**config.mk**
```make
export PLATFORM = sky130hd
export DESIGN_NAME = tqv_periph_bus_master
export DESIGN_NICKNAME = d
export VERILOG_FILES = /design/src/rtl/tqv_periph_bus_master.sv
export SDC_FILE = /design/constraint.sdc
export NUM_CORES = 1
export LEC_CHECK = 0
export ABC_AREA = 0
export CAP_MARGIN = 20
export CORE_ASPECT_RATIO = 0.6
export CORE_MARGIN = 3
export CORE_UTILIZATION = 29
export DETAILED_ROUTE_END_ITERATION = 10
export GPL_TIMING_DRIVEN = 0
export PLACE_DENSITY_LB_ADDON = 0.1
export SYNTH_ARGS = -nofsm -noshare
export SYNTH_HDL_FRONTEND = slang
export SYNTH_SLANG_ARGS = --single-unit
```
**constraint.sdc**
```tcl
create_clock -name clk -period 1.5 [get_ports clk]
set_input_delay 0.225 -clock clk [delete_from_list [all_inputs] [get_ports clk]]
set_output_delay 0.225 -clock clk [all_outputs]
set_load 0.02 [all_outputs]
```
**src/rtl/tqv_periph_bus_master.sv**
```systemverilog
// TinyQV peripheral bus initiator: one bus access per command, response on a valid/ready port.
// Latency: write 2 cycles, read 1+n, timeout 1+TIMEOUT, rejected command 1; the response holds until rsp_ready.
module tqv_periph_bus_master #(
    parameter int TIMEOUT = 16,
    parameter int CNT_W   = 8
) (
    input  logic        clk,
    input  logic        rst_n,

    input  logic        cmd_valid,
    output logic        cmd_ready,
    input  logic        cmd_write,
    input  logic [1:0]  cmd_size,
    input  logic [5:0]  cmd_addr,
    input  logic [31:0] cmd_wdata,

    output logic        rsp_valid,
    input  logic        rsp_ready,
    output logic [31:0] rsp_rdata,
    output logic        rsp_timeout,
    output logic        rsp_error,

    output logic [5:0]  address,
    output logic [31:0] data_out,
    output logic [1:0]  data_write_n,
    output logic [1:0]  data_read_n,
    input  logic [31:0] data_in,
    input  logic        data_ready
);

    if (TIMEOUT < 1 || TIMEOUT > 255 || (64'd1 << CNT_W) <= 64'(TIMEOUT)) begin : g_param_check
        $error("tqv_periph_bus_master: TIMEOUT must be 1..255 and fit in CNT_W bits");
    end

    typedef enum logic [1:0] {
        ST_IDLE  = 2'd0,
        ST_WRITE = 2'd1,
        ST_READ  = 2'd2,
        ST_RESP  = 2'd3
    } state_t;

    localparam logic [1:0]       STROBE_IDLE = 2'b11;
    localparam logic [CNT_W-1:0] CNT_LAST    = CNT_W'(TIMEOUT - 1);

    state_t      state_q, state_d;
    logic [CNT_W-1:0] cnt_q, cnt_d;
    logic [1:0]  size_q, size_d;
    logic [5:0]  address_q, address_d;
    logic [31:0] data_out_q, data_out_d;
    logic [1:0]  wr_n_q, wr_n_d;
    logic [1:0]  rd_n_q, rd_n_d;
    logic [31:0] rdata_q, rdata_d;
    logic        tmo_q, tmo_d;
    logic        err_q, err_d;
    logic        cmd_rdy_q, cmd_rdy_d;
    logic        cmd_bad;

    function automatic logic [31:0] size_mask(input logic [1:0] sz, input logic [31:0] d);
        case (sz)
            2'b00:   return {24'h0, d[7:0]};
            2'b01:   return {16'h0, d[15:0]};
            default: return d;
        endcase
    endfunction

    assign cmd_bad = (cmd_size == 2'b11)
                   | ((cmd_size == 2'b01) & cmd_addr[0])
                   | ((cmd_size == 2'b10) & (cmd_addr[1:0] != 2'b00));

    always_comb begin
        state_d    = state_q;
        cnt_d      = cnt_q;
        size_d     = size_q;
        address_d  = address_q;
        data_out_d = '0;
        wr_n_d     = STROBE_IDLE;
        rd_n_d     = STROBE_IDLE;
        rdata_d    = rdata_q;
        tmo_d      = tmo_q;
        err_d      = err_q;

        case (state_q)
            ST_IDLE: begin
                if (cmd_valid && cmd_rdy_q) begin
                    size_d  = cmd_size;
                    rdata_d = '0;
                    tmo_d   = 1'b0;
                    err_d   = 1'b0;
                    if (cmd_bad) begin
                        // Rejected commands never touch the bus, address included.
                        err_d   = 1'b1;
                        state_d = ST_RESP;
                    end else begin
                        address_d = cmd_addr;
                        cnt_d     = '0;
                        if (cmd_write) begin
                            data_out_d = size_mask(cmd_size, cmd_wdata);
                            wr_n_d     = cmd_size;
                            state_d    = ST_WRITE;
                        end else begin
                            rd_n_d  = cmd_size;
                            state_d = ST_READ;
                        end
                    end
                end
            end
            ST_WRITE: begin
                state_d = ST_RESP;
            end
            ST_READ: begin
                if (data_ready) begin
                    rdata_d = size_mask(size_q, data_in);
                    state_d = ST_RESP;
                end else if (cnt_q == CNT_LAST) begin
                    tmo_d   = 1'b1;
                    state_d = ST_RESP;
                end else begin
                    cnt_d  = cnt_q + 1'b1;
                    rd_n_d = size_q;
                end
            end
            ST_RESP: begin
                if (rsp_ready) begin
                    rdata_d = '0;
                    tmo_d   = 1'b0;
                    err_d   = 1'b0;
                    state_d = ST_IDLE;
                end
            end
            default: state_d = ST_IDLE;
        endcase

        // Registered so cmd_ready stays low while rst_n is held and rises the cycle after release.
        cmd_rdy_d = (state_d == ST_IDLE);
    end

    always_ff @(posedge clk) begin
        if (!rst_n) begin
            state_q    <= ST_IDLE;
            cnt_q      <= '0;
            size_q     <= 2'b00;
            address_q  <= '0;
            data_out_q <= '0;
            wr_n_q     <= STROBE_IDLE;
            rd_n_q     <= STROBE_IDLE;
            rdata_q    <= '0;
            tmo_q      <= 1'b0;
            err_q      <= 1'b0;
            cmd_rdy_q  <= 1'b0;
        end else begin
            state_q    <= state_d;
            cnt_q      <= cnt_d;
            size_q     <= size_d;
            address_q  <= address_d;
            data_out_q <= data_out_d;
            wr_n_q     <= wr_n_d;
            rd_n_q     <= rd_n_d;
            rdata_q    <= rdata_d;
            tmo_q      <= tmo_d;
            err_q      <= err_d;
            cmd_rdy_q  <= cmd_rdy_d;
        end
    end

    assign cmd_ready    = cmd_rdy_q;
    assign rsp_valid    = (state_q == ST_RESP);
    assign rsp_rdata    = rdata_q;
    assign rsp_timeout  = tmo_q;
    assign rsp_error    = err_q;
    assign address      = address_q;
    assign data_out     = data_out_q;
    assign data_write_n = wr_n_q;
    assign data_read_n  = rd_n_q;

endmodule

```
==> flow_summary_export.csv <==
group,metric,value,unit
synth,async_flop_share,0,%
cells_and_area,regArea,1790,sq um
synth,synth_commonest_cells,"dfxtp_1, a21oi_1, o21ai_0, nand2_1, nand4_1",
cells_and_area,nFillCells,986,
clocking,cts_max_path_buffers,2,
timing,finalClockSkew,0.00336,ns
critical_path,path_class,"reg2reg",
critical_path,cp_max_fo,7,
synth,syn-num-nets,424,
timing,slew_viol_final,0,
clocking,cts_tree,"built",
timing,grt_setup_unrepaired,"true",
routing,ant_nets,0,
timing,tightest_slew,0.605,ns
synth,synth_area,3200,sq um
synth,synthesis.instances,345,
worst_hold_path,worstHoldPathType,"in2reg",
routing,first_iter_violations,143,
synth,yosysWarnings,0,
routing,vias_per_cell,4.88,
synth,yosysTopAreaCellShare,55.6,%
timing,whs,0.294,ns
floorplan,core_area,10700,sq um
critical_path,cp.required,1.75,ns
timing,slew_headroom,59.7,%
worst_hold_path,holdPathStages,2,
clocking,cts_buffers,9,
global_routing,grt_pass1_vias,3273,
floorplan,start_util,30.0,%
cells_and_area,layout.nets,625,
routing,wirelength,11600,um
timing,fin_crit,1.61,ns
pwr,powerDensity,1070,nW/um^2
synth,synth_cell_types,40,
place,gp_congestion,0.824,
place,io_buffers,154,
global_routing,antenna_found_initial,0,
timing,finalSetupViolCount,71,
clocking,insertion_delay,0.34,ns
critical_path,start_kind,"flop",
pwr,power_leakage,2.84,nW
critical_path,cpPeakStageDelay,0.40,ns
clocking,clockRootBuffer,"clkbuf_16",
synth,synth_compound_area_share,16.6,%
global_routing,grt_pass1_wl,17700,um
flow_run,max_cap_viol_count,0,
routing,wl_per_cell,16.7,um
clocking,htree_levels,3,
critical_path,crit_top_cell,"buf_6",
cells_and_area,n_antenna_cell,0,
floorplan,ios,156,
place,dp_slack,-0.677,ns
clocking,cts.clk_slew.worst_paths,0.06,ns
clocking,cts_num_sinks,89,
synth,synth_xor_area_share,0.547,%
timing,hold_violations,0,
synth,synthSimpleGateAreaFrac,21.0,%
timing,finalWorstSetupSlack,-0.109,ns
global_routing,grt-ovfl-total,0,
critical_path,path_cells,"buf_6 > or3b_1 > buf_6 > or4_1 > a31oi_1",
floorplan,die_w,142,um
synth,syn_avg_cell_area,9.28,sq um
pwr,ir_drop,0.566,mV
synth,synth_top_area_cell,"dfxtp_1",
synth,synth_ff_type,"dfxtp_1",
synth,synth_most_common_cell,"dfxtp_1",
global_routing,grt_start_max_net_pins,16,
synth,synth_fa_ha_area_share,0.391,%
synth,yosys-top-cells-area,"dfxtp_1, a21oi_1, o21ai_0",
critical_path,crit_arrival,1.86,ns
global_routing,grtUsageTotal,18.2,%
timing,min_period_over_period,107,%
cells_and_area,drive_gt1_share,25.0,%
critical_path,critPathSlowestCell,"or4_1",
routing,num_vias,3369,
cells_and_area,multi_input_area,1590,sq um
routing,drt_pre_antenna_iters,6,
outcome,status,"complete, but fails checks",
floorplan,chipHeight,87.4,um
synth,synth_seq_area_share,55.6,%
synth,ys_seq_elements,89,
synth,synth_top_family_by_area,"simple AND/OR/NAND/NOR gates",
outcome,violations,"setup timing",
critical_path,worstSetupEndpointType,"flop",
routing,drc,0,
critical_path,reg2reg_depth,5,
synth,synth_edf_count,0,
place,dp_hpwl,7810,um
timing,max_freq,622,MHz
floorplan,fp.dieArea,12400,sq um
synth,synth_mux_area_share,1.56,%
floorplan,rows,29,
cells_and_area,area_delta_synth_final,86.0,%
layer usage:
metal | share of wire [%] | track usage (%) | vias up
li1 | - | - | 1644
met2 | 45 | 27.8 | 105
met5 | 0 | 0 | -
met4 | 1.3 | 4.97 | 0
met1 | 48 | 25.1 | 1604
met3 | 6.1 | 5.49 | 16
cell usage in the layout, fill, tap and decap left out, types with 6 or more instances in the layout:
cell type / synthesis / routed
buf_4: 2 / 25
nor2_1: 13 / 12
clkbuf_16: 0 / 9
and3_1: 17 / 17
clkdlybuf4s50_1: 0 / 84
dlymetal6s2s_1: 0 / 22
nand3_1: 8 / 6
nand2_1: 28 / 28
o21ai_1: 5 / 9
dlygate4sd2_1: 0 / 47
dfxtp_1: 89 / 85
buf_6: 1 / 14
o21ai_2: 2 / 24
a21oi_2: 1 / 8
and2_1: 19 / 13
nand4_1: 23 / 23
a21oi_1: 40 / 31
worst max-delay path, delay by kind of cell, from the launching register on:
kind / cells / cell delay [ns]
flip-flops: 1 / 0.33
buffers and inverters: 2 / 0.27
AO/OA/AOI/OAI: 1 / 0.17
AND/OR/NAND/NOR: 2 / 0.76
worst paths after layout:
kind | from | end | slack (ns)
min reg2reg | address[0] | address[0] | 0.46
max reg2reg | state_q[0] | cnt_q[6] | -0.11
min | rst_n | data_read_n[0] | 0.29
max | state_q[0] | cnt_q[6] | -0.11
power by group:
group | switching, mW | internal [mW] | total, mW
combinational | 0.803 | 0.811 | 1.61
sequential | 0.0470 | 2.44 | 2.48
clock | 0.946 | 1.34 | 2.28
total | 1.80 | 4.59 | 6.38
per-stage QoR:
| stage | TNS, ns | power (mW) | instance area, sq um | utilization, % | std cells |
|---|---|---|---|---|---|
| final | -3.56 | 6.38 | 5960 | 55.8 | 690 |
| after global routing | -8.29 | 6.65 | 5960 | 55.8 | 690 |
| after CTS | -5.09 | 6.21 | 5650 | 53.0 | 682 |
| after detailed placement | -44.77 | 3.55 | 4960 | 46.5 | 638 |
| after global placement | -41.97 | 3.54 | 4960 | 46.5 | 638 |
| after floorplan | -0.0197 | 3.06 | 3250 | - | 345 |
final cells by class:
class,count,share of cell area [%]
Clock buffer,10,4.01
Buffer,27,3.99
Timing Repair Buffer,191,31.2
Inverter,1,0.0630
Multi-Input combinational cell,227,26.7
Clock inverter,6,1.11
Tap cell,139,2.92
Sequential cell,89,30.0
state kept, by name, indices dropped and copies added (netlist names):
| signal | flops |
|---|---|
| address | 6 |
| cmd_ready | 1 |
| cnt_q | 8 |
| data_out | 32 |
| data_read_n | 2 |
| data_write_n | 2 |
| rsp_error | 1 |
| rsp_rdata | 32 |
| rsp_timeout | 1 |
| size_q | 2 |
| state_q | 2 |
timing repair:
| action | CTS | global route |
|---|---|---|
| gates resized for setup | 134 | 85 |
| pin swaps | 22 | 34 |
| endpoints found under the setup margin | 126 | 103 |
| hold buffers | 0 | 0 |
| gates cloned | 7 | 0 |
| hold endpoints to repair | 0 | 0 |
| buffers inserted | 23 | 10 |
cell families (layout without fill, tap and decap cells):
kind of cell	count (synthesis)	after routing
simple gates	123	123
compound gates	95	96
flops	89	89
buf+inv	30	235
mux	5	5
xor+xnor	2	2
fa+ha+maj	1	1
Note: power is estimated with default switching activity, not from simulation.
